`src/rtl/game_ctrl.sv`:
```
// Game flow controller: button sync, collision/score evaluation per frame and
// the IDLE/PLAYING/DYING/OVER sequencing with registered control pulses.
module game_ctrl #(
  parameter logic [11:0] GROUND_Y     = 12'd450,
  parameter logic [7:0]  DEATH_FRAMES = 8'd60,
  parameter int          SYNC_STAGES  = 2
) (
  input  logic        i_clk,
  input  logic        i_rst,
  input  logic        i_ani_stb,
  input  logic        i_btn,
  input  logic [11:0] i_bx1,
  input  logic [11:0] i_bx2,
  input  logic [11:0] i_by1,
  input  logic [11:0] i_by2,
  input  logic [11:0] i_px1,
  input  logic [11:0] i_px2,
  input  logic [11:0] i_hy1,
  input  logic [11:0] i_hy2,
  output logic        o_flap,
  output logic        o_game_rst,
  output logic        o_animate,
  output logic        o_game_over,
  output logic [7:0]  o_score,
  output logic [1:0]  o_state
);

  typedef enum logic [1:0] {
    S_IDLE    = 2'd0,
    S_PLAYING = 2'd1,
    S_DYING   = 2'd2,
    S_OVER    = 2'd3
  } state_t;

  state_t                 r_state;
  state_t                 w_state_nxt;
  logic [SYNC_STAGES-1:0] r_sync;
  logic                   r_btn_d;
  logic                   w_press;
  logic                   r_passed;
  logic                   w_passed_nxt;
  logic [7:0]             r_death_cnt;
  logic [7:0]             w_death_cnt_nxt;
  logic [7:0]             w_score_nxt;
  logic                   w_flap_nxt;
  logic                   w_game_rst_nxt;
  logic                   w_hov;
  logic                   w_hit;
  logic                   w_clear;

  // BCD +1 that saturates at 99 instead of wrapping.
  function automatic logic [7:0] bcd_inc(input logic [7:0] v);
    logic [7:0] r;
    if (v == 8'h99) begin
      r = v;
    end else if (v[3:0] == 4'd9) begin
      r = {v[7:4] + 4'd1, 4'd0};
    end else begin
      r = {v[7:4], v[3:0] + 4'd1};
    end
    return r;
  endfunction

  assign w_press = r_sync[SYNC_STAGES-1] & ~r_btn_d;
  assign w_hov   = (i_bx2 >= i_px1) && (i_bx1 <= i_px2);
  // A box with top below bottom has wrapped past the top of the screen.
  assign w_hit   = (w_hov && ((i_by1 < i_hy1) || (i_by2 > i_hy2)))
                 || (i_by2 >= GROUND_Y) || (i_by1 > i_by2);
  assign w_clear = !r_passed && (i_bx1 > i_px2);
  assign o_state = r_state;

  always_comb begin
    w_state_nxt     = r_state;
    w_passed_nxt    = r_passed;
    w_death_cnt_nxt = r_death_cnt;
    w_score_nxt     = o_score;
    w_flap_nxt      = 1'b0;
    w_game_rst_nxt  = 1'b0;
    case (r_state)
      S_IDLE: begin
        if (w_press) begin
          w_state_nxt    = S_PLAYING;
          w_flap_nxt     = 1'b1;
          w_game_rst_nxt = 1'b1;
          w_score_nxt    = 8'h00;
          w_passed_nxt   = 1'b0;
        end else begin
          w_state_nxt = S_IDLE;
        end
      end
      S_PLAYING: begin
        w_flap_nxt = w_press;
        if (i_ani_stb) begin
          if (w_hit) begin
            w_state_nxt     = S_DYING;
            w_death_cnt_nxt = 8'd0;
          end else if (w_clear) begin
            w_passed_nxt = 1'b1;
            w_score_nxt  = bcd_inc(o_score);
          end else if (i_px1 > i_bx2) begin
            w_passed_nxt = 1'b0;
          end else begin
            w_passed_nxt = r_passed;
          end
        end else begin
          w_state_nxt = S_PLAYING;
        end
      end
      S_DYING: begin
        if (i_ani_stb) begin
          if (r_death_cnt == DEATH_FRAMES - 8'd1) begin
            w_state_nxt     = S_OVER;
            w_death_cnt_nxt = 8'd0;
          end else begin
            w_death_cnt_nxt = r_death_cnt + 8'd1;
          end
        end else begin
          w_state_nxt = S_DYING;
        end
      end
      S_OVER: begin
        if (w_press) begin
          w_state_nxt = S_IDLE;
        end else begin
          w_state_nxt = S_OVER;
        end
      end
      default: begin
        w_state_nxt = S_IDLE;
      end
    endcase
  end

  always_ff @(posedge i_clk) begin
    if (i_rst) begin
      r_state     <= S_IDLE;
      r_sync      <= '0;
      r_btn_d     <= 1'b0;
      r_passed    <= 1'b0;
      r_death_cnt <= 8'd0;
      o_score     <= 8'h00;
      o_flap      <= 1'b0;
      o_game_rst  <= 1'b0;
      o_animate   <= 1'b0;
      o_game_over <= 1'b0;
    end else begin
      r_state     <= w_state_nxt;
      r_sync      <= {r_sync[SYNC_STAGES-2:0], i_btn};
      r_btn_d     <= r_sync[SYNC_STAGES-1];
      r_passed    <= w_passed_nxt;
      r_death_cnt <= w_death_cnt_nxt;
      o_score     <= w_score_nxt;
      o_flap      <= w_flap_nxt;
      o_game_rst  <= w_game_rst_nxt;
      o_animate   <= (w_state_nxt == S_PLAYING);
      o_game_over <= (w_state_nxt == S_OVER);
    end
  end

endmodule

```
`config.mk`:
```
export PLATFORM = sky130hd
export DESIGN_NAME = game_ctrl
export DESIGN_NICKNAME = d
export VERILOG_FILES = /design/src/rtl/game_ctrl.sv
export SDC_FILE = /design/constraint.sdc
export NUM_CORES = 1
export LEC_CHECK = 0
export CAP_MARGIN = 20
export CORE_ASPECT_RATIO = 1.2
export CORE_MARGIN = 1.5
export CORE_UTILIZATION = 45
export DETAILED_ROUTE_END_ITERATION = 10
export PLACE_DENSITY = 0.92
export SYNTH_ARGS = -nofsm -noshare
export SYNTH_HDL_FRONTEND = slang
export SYNTH_SLANG_ARGS = --single-unit
```
`constraint.sdc`:
```
create_clock -name i_clk -period 2.56 [get_ports i_clk]
set_clock_uncertainty 0.15 [all_clocks]
set_input_delay 0.256 -clock i_clk [delete_from_list [all_inputs] [get_ports i_clk]]
set_output_delay 0.256 -clock i_clk [all_outputs]
set_load 0.01 [all_outputs]
```
* Word-level counts from Yosys, hierarchy flattened *
Cells that the tools add are included.

storage, ports and cells
  flip-flop bits (word level) = 26
  input bits = 100
  output and inout port bits = 14
  word-level logic and storage cells = 84

operators by class
  $add $sub $neg = 3
  order comparisons = 8
  eq/ne operators = 17
  multiplexer cells = 27
  bitwise gates (word level) = 3
  reductions and logical operators = 15

operators with widths
  kind                                                                 count
  two-way mux 8 bit                                                    10
  greater-than comparator 12 bit                                       4
  one-hot mux 8 bit (2 select lines)                                   2
  inequality test 2 bit (second input constant)                        8
  greater-or-equal comparator 12 bit                                   1
  greater-or-equal comparator 12 x 9 -> 1 bit (second input constant)  1
  <= comparator 12 bit                                                 1
  < comparator 12 bit                                                  1
  two-way mux 2 bit                                                    5
  adder 4 x 1 -> 4 bit (second input constant)                         2
  adder 8 x 1 -> 8 bit (second input constant)                         1
  == test 8 x 6 -> 1 bit (second input constant)                       1
  == test 8 bit (second input constant)                                1
  one-hot mux 2 bit (4 select lines)                                   1
  two-way mux 1 bit                                                    7
  AND reduction 7 bit                                                  1
  == test 2 bit (second input constant)                                3
  AND reduction 6 bit                                                  1
  AND reduction 5 bit                                                  1
  == test 2 x 1 -> 1 bit (second input constant)                       2
  == test 4 bit (second input constant)                                1
  one-hot mux 1 bit (2 select lines)                                   2
  AND reduction 4 bit                                                  1
  nonzero test 2 bit                                                   2
  8 further kinds                                                      13

* Depth between registers and ports, before layout *
  word-level depth = 9
  mapped depth = 9
  gate-level depth less buffers = 9

* Worst setup path before layout *
Ideal clock, no wire load.

  kind = input-to-reg
  start = input port i_by2[11]
  end = register o_score[6]
  arrival = 2.083 ns
  required time = 2.280 ns
  slack = 0.197 ns
  stages on the path = 9
  buffers on the path = 0
  cell sequence = inv_1 > ha_1 > nand3_1 > or4_4 > nor3_4 > a31oi_2 > nor4_4 > or2b_4 > a31oi_1

between the ends
  word-level cells in the longest chain between the ends = 7

RTL lines
  what                               line  source
  start: declaration                 15    input logic [11:0] i_by2,
  greater-than comparator 12 bit     67    assign w_hit = (w_hov && ((i_by1 < i_hy1) || (i_by2 > i_hy2)))
  logical OR 1 bit                   67
  logical AND 1 bit                  67
  logical OR 1 bit                   68    || (i_by2 >= GROUND_Y) || (i_by1 > i_by2);
  logical OR 1 bit *                 68
  inequality test 2 bit (no line) *  --
  AND reduction 7 bit (no line) *    --
  end signal: assignment             152   o_score <= w_score_nxt;
  end: declaration                   24    output logic [7:0] o_score,

Every way passes the cells marked *; elsewhere a longest branch is shown, timed or not.
A chain may end at the register's enable or synchronous reset.

* Final worst setup path *
  start = input port i_px2[10]
  end = register r_death_cnt[7]

between the ends
  word-level cells in the longest chain between the ends = 7

RTL lines
  what                             line  source
  start: declaration               17    input logic [11:0] i_px2,
  <= comparator 12 bit             65    assign w_hov = (i_bx2 >= i_px1) && (i_bx1 <= i_px2);
  logical AND 1 bit                65
  logical AND 1 bit                67
  logical OR 1 bit (2 in a row)    68
  inequality test 2 bit (no line)  --
  AND reduction 4 bit (no line)    --
  end signal: assignment           151   r_death_cnt <= w_death_cnt_nxt;
  end: declaration                 42    logic [7:0] r_death_cnt;

No other way between the ends.

==> summary by stage <==
Global routing
Summed over all layers, the global routing overflow is 0. The total global routing track utilization is 26.13%. The maximum number of pins on one net before global-route repair is 15. The number of antenna violations at the first check in global routing came to 0. The number of global-route vias before repair came to 3508. The first global-routing pass estimated 15.21 mm of wire.

Timing
The final count of negative-setup-slack endpoints is 0. The final count of hold timing violations was 0. For this run, the top clock speed supported by timing is 395.8 MHz.

Subtracting the final worst setup slack from the clock period gives 2527 ps. For the pin with the worst max-slew slack, the measured transition is 532.5 ps. The worst hold slack is 300.4 ps. The sum of negative setup slack is 0 ps. The count of pins over their slew limit is 0. Across all setup checks in the final design, the least slack found is 33.27 ps. In this run the tightest slew margin relative to its limit is 64.39%. The final critical path takes up 98.70% of the cycle.

Synth
The flip-flop cell with the highest count after synthesis is sky130_fd_sc_hd__dfxtp_1. After Yosys synthesis, full adders, half adders and majority gates account for 26.83% of the synthesized area. The number of nets in the synthesized netlist is 545. The number of synthesized register bits is 26. The async set-or-reset flop fraction in the synthesized netlist is 0%. By area the synthesized netlist is led by sky130_fd_sc_hd__ha_1 (27%), sky130_fd_sc_hd__dfxtp_1 (17%), sky130_fd_sc_hd__inv_1 (8.8%), sky130_fd_sc_hd__a21oi_1 (4.7%), sky130_fd_sc_hd__nand3_1 (3.5%).

In this run, synthesis inferred 0 flip-flops with an integrated enable. The post-synthesis sequential area ratio is 17.44%. The synthesized-area fraction occupied by and/or/nand/nor cells is 23.40%.

The top cell type's share of synthesized area is 26.83%. The dominant combinational cell family by area after synthesis is adder cells. The fraction of synthesized cell area in xor and xnor cells is 0%. Synthesis produced 381 cells. Synthesis instantiated 55 different standard cells from the library.

For this run, the number of Yosys warnings is 0. The multiplexer share of the synthesized area is 0.6709%. The mean area per synthesized cell is 7.832 sq um.

The synthesized design spends more area on one cell type than any other, namely sky130_fd_sc_hd__ha_1. The cell area that synthesis handed to floorplanning was 2984 sq um. The compound-cell area share of the yosys netlist is 22.18%.

Die
The effective utilization at floorplan is 46.58%. The total area inside the core boundary comes to 6406 sq um. The width of the chip is 77.34 um.

The die covers 7131 sq um. The floorplan step set the die height to 92.21 um. The number of standard-cell rows in the floorplan is 32. During I/O placement, the number of pins put on the boundary was 114.

Pwr
The proportion of power drawn by combinational gates is 46.9%. The net load switching power is 0.4029 mW. The static leakage is 2.246 nW. The share of total power in the clock network is 20.7%.

The proportion of total power due to net switching is 31.35%. Power spread over the standard cell area amounts to 258.2 nW/um^2. Per report_power, the sequential group accounts for 32.4% of the total.

The worst-case IR drop observed on VDD is 210.5 uV. The internal portion of the total power is 0.8823 mW. The total power consumption of the routed design is 1.285 mW.

Setup path
The launching point of the worst reg2reg path is o_state[0]$_SDFF_PP0_. The worst path arrival time is 2530 ps. Setup slack on the worst reg-to-reg path comes out at 290 ps. The worst setup path is launched from an input port. In this run the worst setup path begins at i_px2[10]. The kind of capture point of the worst setup path is a flip-flop. For the worst setup path, the data required time is 2560 ps. The endpoint identified for the worst register-to-register timing path is o_score[5]$_SDFFE_PP0P_. The path depth of the worst reg2reg path is 7.

The critical path ends at r_death_cnt[7]$_SDFFE_PP0P_. Of all nets on the critical path, the largest fanout is 8. The category of the critical setup timing path is in -> reg.

Finish
The finished layout holds 617 standard cells, fillers aside. The final cell utilization of the core is 77.70%. 0 antenna diodes ended up in the layout. The layout cell share with drive strength beyond 1 is 24.25%.

The area of all placed cells without fillers is 4977 sq um. The area growth from synthesis to layout is 66.79%. For this run, the post-layout net count is 697.

Clocking
The number of buffers created by CTS is 3. In this run the clock root is driven by a sky130_fd_sc_hd__clkbuf_8. For this design, the CTS-stage hold fixing added 0 buffers.

The H-tree depth reported by CTS is 1. The clock-pin slew of the registers on the worst-case setup and hold paths is 90 ps. The CTS tree is yes. The deepest clock path buffer count is 2.

The latest clock arrival within the worst-skew pair is 270 ps. Counting every sink on the clock net gives 26.

Drt
The number of antenna-violating nets in the routed design is 0. The number of vias in the routed layout is 3448. In the routed design, unresolved DRC markers number 0. After detailed routing, the number of vias per cell comes to 5.588. Summed over all layers, the routed wires come to 9.910 mm. Dividing the detail-routed wire length by the instance count gives 16.06 um.

The detailed router's first-iteration violation count is 277. The first detailed-routing pass ran for 4 iterations.

Min path
The path class of the tightest hold or removal check is reg -> reg.

Placed design
The global placer's final weighted congestion is 0.8997. Timing analysis after detailed placement gives a worst setup slack of -490.8 ps. The instance count after placement with tap cells included is 611. In this run the tool buffered the top-level ports with 113 buffer cells. Once placement finished, the instance area stood at 4479 sq um. After legalization and detailed placement, the total HPWL measured 7.274 mm.

Status
The flow ran to the end, and the final reports show no timing, DRC or antenna violations.

Job
The number of violations of the max-capacitance limit is 0.
[sequential cells by signal, summed over array words and instances (netlist names), 2 cells and up]
| signal | cells |
|---|---|
| o_score | 8 |
| r_death_cnt | 8 |
| o_state | 2 |
| r_sync | 2 |
[critical path, stage by stage]
cell                              delay [ps]
sky130_fd_sc_hd__clkdlybuf4s50_1         470
sky130_fd_sc_hd__inv_2                    50
sky130_fd_sc_hd__ha_4                    270
sky130_fd_sc_hd__nand4_1                 180
sky130_fd_sc_hd__or3_4                   380
sky130_fd_sc_hd__o31a_1                  140
sky130_fd_sc_hd__a211o_4                 350
sky130_fd_sc_hd__a311oi_2                300
sky130_fd_sc_hd__o32ai_2                 130
[area by class of cell]
type,count,area [sq um]
Multi-Input combinational cell,280,2625
Fill cell,419,1429
Tap cell,85,106.4
Sequential cell,26,520.5
Timing Repair Buffer,152,1408
Inverter,70,262.8
Clock buffer,4,55.05
[cell usage after synthesis (2+ instances only)]
| cell | instances |
|---|---|
| sky130_fd_sc_hd__inv_1 | 70 |
| sky130_fd_sc_hd__ha_1 | 64 |
| sky130_fd_sc_hd__a21oi_1 | 28 |
| sky130_fd_sc_hd__dfxtp_1 | 26 |
| sky130_fd_sc_hd__nand3_1 | 21 |
| sky130_fd_sc_hd__nand2_1 | 19 |
| sky130_fd_sc_hd__nor2_1 | 17 |
| sky130_fd_sc_hd__nand4_1 | 14 |
| sky130_fd_sc_hd__nor3_1 | 12 |
| sky130_fd_sc_hd__o21ai_0 | 10 |
| sky130_fd_sc_hd__a21o_1 | 9 |
| sky130_fd_sc_hd__nor2b_1 | 6 |
| sky130_fd_sc_hd__a211oi_1 | 5 |
| sky130_fd_sc_hd__a31oi_1 | 5 |
| sky130_fd_sc_hd__nand2b_1 | 5 |
| sky130_fd_sc_hd__nor3b_1 | 5 |
| sky130_fd_sc_hd__o211ai_1 | 5 |
| sky130_fd_sc_hd__a311oi_1 | 4 |
| sky130_fd_sc_hd__and2_1 | 4 |
| sky130_fd_sc_hd__and3_1 | 4 |
| sky130_fd_sc_hd__clkbuf_1 | 4 |
| sky130_fd_sc_hd__o21ai_1 | 3 |
| sky130_fd_sc_hd__or3_1 | 3 |
| sky130_fd_sc_hd__a211o_1 | 2 |
| sky130_fd_sc_hd__a22oi_1 | 2 |
| sky130_fd_sc_hd__mux2i_1 | 2 |
| sky130_fd_sc_hd__nor4_2 | 2 |
| sky130_fd_sc_hd__o21a_1 | 2 |
| sky130_fd_sc_hd__o221ai_1 | 2 |
[power by group through the flow]
stage | Sequential [mW] | Combinational [mW] | Clock (mW)
floorplan | 0.424 | 0.222 | 0
global placement | 0.425 | 0.483 | 0
detailed placement | 0.425 | 0.507 | 0
CTS | 0.416 | 0.527 | 0.265
global route | 0.417 | 0.658 | 0.280
finish | 0.416 | 0.603 | 0.266
[metal layers]
layer | GRT usage (%) | part of all wire, % | vias up
li1 | - | - | 1685
met1 | 26.40 | 35 | 1576
met2 | 51.24 | 56 | 149
met3 | 4.279 | 4.8 | 38
met4 | 11.82 | 3.9 | 0
met5 | 0 | 0 | -
[cell families after synthesis]
| group | after synthesis |
|---|---|
| AND/OR/NAND/NOR | 121 |
| AO/OA/AOI/OAI | 93 |
| buffers and inverters | 75 |
| adder cells (fa/ha/maj) | 64 |
| flip-flops | 26 |
| multiplexers | 2 |
[layout by cell type, fill, tap and decap left out, drive strengths merged, types with 10 or more instances in the layout]
master / instances
o21ai: 14
dfxtp: 26
dlygate4sd2: 13
buf: 39
nor3: 13
nand4: 14
nor2: 17
clkdlybuf4s50: 81
nand3: 21
clkbuf: 10
dlymetal6s2s: 12
nand2: 19
inv: 70
a21oi: 28
ha: 64
[repair_timing]
item,4_1_cts,5_1_grt
resized for setup,48,65
buffers inserted,1,3
pin swaps,19,30
endpoints found under the setup margin,19,19
[worst min path at each step]
stage	start	slack [ps]	cells past startpoint	to
floorplan	i_btn	230	1	r_sync[0]$_SDFF_PP0_
global placement	r_sync[0]$_SDFF_PP0_	280	1	r_sync[1]$_SDFF_PP0_
detailed placement	r_btn_d$_SDFF_PP0_	280	1	o_flap$_SDFF_PP0_
CTS	r_btn_d$_SDFF_PP0_	300	1	o_flap$_SDFF_PP0_
global route	r_sync[0]$_SDFF_PP0_	320	1	r_sync[1]$_SDFF_PP0_
finish	r_btn_d$_SDFF_PP0_	300	1	o_flap$_SDFF_PP0_
Power figures use the tool's default switching activity.
